### config.mk
export PLATFORM = sky130hd
export DESIGN_NAME = system_sysid_checker_reader
export DESIGN_NICKNAME = d
export VERILOG_FILES = /design/src/rtl/system_sysid_checker_reader.sv
export SDC_FILE = /design/constraint.sdc
export NUM_CORES = 1
export LEC_CHECK = 0
export CAP_MARGIN = 20
export CORE_MARGIN = 10
export CORE_UTILIZATION = 45
export DETAILED_ROUTE_END_ITERATION = 12
export DONT_BUFFER_PORTS = 1
export GPL_ROUTABILITY_DRIVEN = 0
export SLEW_MARGIN = 20
export SYNTH_ARGS = -nofsm -noshare
export SYNTH_HDL_FRONTEND = slang
export SYNTH_SLANG_ARGS = --single-unit
### constraint.sdc
create_clock -name clk_i -period 4.18 [get_ports clk_i]
set_clock_uncertainty 0.1 [all_clocks]
set_input_delay 0.418 -clock clk_i [delete_from_list [all_inputs] [get_ports clk_i]]
set_output_delay 0.418 -clock clk_i [all_outputs]
set_load 0.005 [all_outputs]
### src/rtl/system_sysid_checker_reader.sv
// One Avalon-MM read: detects accept, waitrequest timeout, and the cycle
// in which readdata is valid (accept cycle, or the last latency cycle).
// The top FSM tells it when it is in the read phase and the latency phase.
module system_sysid_checker_reader #(
  parameter int unsigned READ_LATENCY = 0,
  parameter int unsigned WAIT_TIMEOUT = 255
) (
  input  logic clk_i,
  input  logic rst_i,
  input  logic rd_i,          // read strobe is being presented this cycle
  input  logic lat_i,         // waiting out the fixed read latency
  input  logic waitrequest_i,
  output logic accept_o,      // slave accepted the read this cycle
  output logic timeout_o,     // this is the last tolerated stall cycle
  output logic capture_o      // readdata is valid this cycle
);

  localparam logic [15:0] WAIT_LAST = 16'(WAIT_TIMEOUT - 1);
  localparam logic [1:0]  LAT_LAST  = 2'((READ_LATENCY > 0) ? READ_LATENCY - 1 : 0);

  logic [15:0] wait_cnt_q, wait_cnt_d;
  logic [1:0]  lat_cnt_q, lat_cnt_d;
  logic        lat_done;

  // Stall/latency counters restart whenever their phase is left
  always_comb begin
    accept_o   = rd_i & ~waitrequest_i;
    timeout_o  = rd_i & waitrequest_i & (wait_cnt_q == WAIT_LAST);
    lat_done   = lat_i & (lat_cnt_q == LAT_LAST);
    capture_o  = (READ_LATENCY == 0) ? accept_o : lat_done;
    wait_cnt_d = (rd_i & waitrequest_i & ~timeout_o) ? wait_cnt_q + 16'd1 : 16'd0;
    lat_cnt_d  = (lat_i & ~lat_done) ? lat_cnt_q + 2'd1 : 2'd0;
  end

  // Counter registers
  always_ff @(posedge clk_i) begin
    if (rst_i) begin
      wait_cnt_q <= '0;
      lat_cnt_q  <= '0;
    end else begin
      wait_cnt_q <= wait_cnt_d;
      lat_cnt_q  <= lat_cnt_d;
    end
  end

endmodule

==> run summary <==
Post-route DRC = 0
post-DR vias/cell = 5.09
Max VDD drop = 269 uV
Starting DRT DRC Count = 5
Comb power frac = 0.016
Slew headroom = 0.781
static leakage = 0.000231 uW
initial antenna violation count = 0
mux cell area share after synthesis = 0
Post-Route WL = 1.24 mm
register area share after synthesis = 0.428
TritonCTS Buffers = 3
All-Layer GR Usage = 0.0790
Critical Path AT = 1.99 ns
nets@finish = 95
CTS tree = done
worst min path class = primary input to flip-flop
final core utilization = 0.507
antenna-violating nets left = 0
WS Path Type = flip-flop to primary output
Worst Reg-to-Reg Cells = 6
RSZ-0062 raised after global routing = no
CTS Sinks = 16
Hold WS = 0.334 ns
placed wire-length estimate = 861 um
Post-Synth Simple-Gate Area = 0.324
Sw Pwr = 50.7 uW
Synth Warn # = 0
Fin. Hold Viols = 0
fin. max-slew vios = 0
setup_tns = 0 ns
Reg2Reg Capture Point = wait_cnt_q[7]
Top reg by flops = wait_cnt_q
post-cts hold buffer count = 0
clock input transition at the sequential cells of the worst setup and hold paths = 0.09 ns
max-cap violations = 0
CP required = 3.66 ns
Longest Clk Path Bufs = 2
Crit Reg-Reg Startpoint = wait_cnt_q[0]
complex-gate fraction of the synthesized area = 0
Clock Latency Late Sink = 0.28 ns
pin count of the biggest net entering global routing = 17
num ports = 8
crit path capture = timeout_o
clock root cell = clkbuf_4
largest family of logic cells by synthesized area = simple AND/OR/NAND/NOR gates
Rows = 14
Mapped Cells = 85
share of post-route cells with drive strength above 1 = 0.0805
Routed WL per cell = 12.0 um
Via Count = 524
Final Cycle Share = 0.601
Setup-failing EPs final = 0
worst-path fanout max = 5
Layout area overhead = 4.51%
IO Port Bufs = 0
max reg flops = 16
first-pass GRT wire length = 2.21 mm
core footprint = 1540 um^2
GRT overflow = 0
fmax = 0.398 GHz
Mapped Nets = 92
status = finished, final reports clean
postcts setup bufs = 0
Synth Area in XOR/XNOR = 0.164
vias in the first global route = 523
top flop regs = wait_cnt_q (16)
H-tree levels = 1
Initial Util = 0.485
diode count = 0
worst reg2reg setup slack = 2.15 ns
die height = 60.8 um
cell area power density = 330 nW/um^2
Die Width = 60.8 um
FF+latch count, synth = 16
post-cts resize count = 0
switching share of total power = 0.197
share of power burned in the clock network = 0.388
Pre-antenna DRT Iters = 2
Synth Cell Area = 748 um^2
Slew @ Worst Pin = 0.325 ns
min cycle time layout = 2.51 ns
synth unique cells = 20
Syn Area/Cell = 8.80 um^2
Int Pwr = 207 uW
Critical path origin = wait_cnt_q[0]
Worst Setup Start Kind = flip-flop
Flop pwr share = 0.595
Crit. End Element = primary output
die area = 3690 um^2
Synth Area in Adders = 0.0334
-- cells in the final DEF (no fill, tap or decap), types with 3 or more instances in the layout --
cell       n
clkbuf_4   3
nor4_1     3
nand3_1    5
nand2_1    4
nor3_1     4
nor2_1    22
inv_1      4
xnor2_1   13
dfxtp_1   16
-- per-stage QoR --
step / std cells / setup WS (ns) / area, um^2 / total power, uW
after floorplan: 85 / 2.07 / 748 / 162
after global placement: 99 / 1.98 / 746 / 161
after detailed placement: 99 / 1.97 / 746 / 161
after CTS: 103 / 1.64 / 782 / 262
after global routing: 103 / 1.60 / 782 / 268
final: 103 / 1.67 / 782 / 258
-- worst min-delay path by stage --
| stage | start | to | slack, ns | cells past startpoint |
|---|---|---|---|---|
| floorplan | wait_cnt_q[0] | wait_cnt_q[0] | 0.34 | 1 |
| global placement | wait_cnt_q[0] | wait_cnt_q[0] | 0.36 | 1 |
| detailed placement | wait_cnt_q[0] | wait_cnt_q[0] | 0.37 | 1 |
| CTS | rst_i | wait_cnt_q[1] | 0.34 | 3 |
| global route | rst_i | wait_cnt_q[6] | 0.37 | 3 |
| finish | rst_i | wait_cnt_q[1] | 0.33 | 3 |
-- kinds of logic after synthesis --
logic type | after synthesis
flip-flops | 16
adder cells (fa/ha/maj) | 2
AND/OR/NAND/NOR | 47
XOR/XNOR | 14
buffers and inverters | 6
-- Yosys cell counts, drive strengths merged --
master | instances | share of area
nor2 | 22 | 0.11
dfxtp | 16 | 0.43
xnor2 | 13 | 0.15
nand2 | 5 | 0.035
nand3 | 5 | 0.033
inv | 4 | 0.020
nor3 | 4 | 0.027
nand4 | 3 | 0.033
nor4 | 3 | 0.025
buf | 2 | 0.030
ha | 2 | 0.033
nor2b | 1 | 0.0084
or3 | 1 | 0.0084
or4 | 1 | 0.015
or4b | 1 | 0.013
or4bb | 1 | 0.015
xor2 | 1 | 0.012
-- per-layer routing --
metal	track usage	part of all wire	wire, um	vias to the layer above
met2	0.121	0.45	559	8
li1	-	-	-	283
met5	0	0	0	-
met1	0.0918	0.47	586	231
met4	0.0251	0.0081	10	0
met3	0.0438	0.064	79	2
-- critical path, cell delays in order, from the launching register on --
cell	delay (ns)
dfxtp_1	0.36
inv_1	0.07
ha_1	0.14
or4b_1	0.44
or4_4	0.57
nor2_1	0.14
-- cell type report --
class,instances,area (um^2)
fillers,138,759
multi-input cells,63,390
clock buffers,4,36.3
well taps,16,20.0
flip-flops and latches,16,320
inverters,4,15.0
-- power by group through the flow --
stage / Sequential [uW] / Clock, uW / Combinational [uW]
after global placement: 157 / 0 / 4.39
final: 153 / 100 / 4.24
after global routing: 154 / 109 / 5.01
after CTS: 153 / 105 / 4.45
after detailed placement: 157 / 0 / 4.46
after floorplan: 157 / 0 / 5.27
Power figures use the tool's default switching activity.
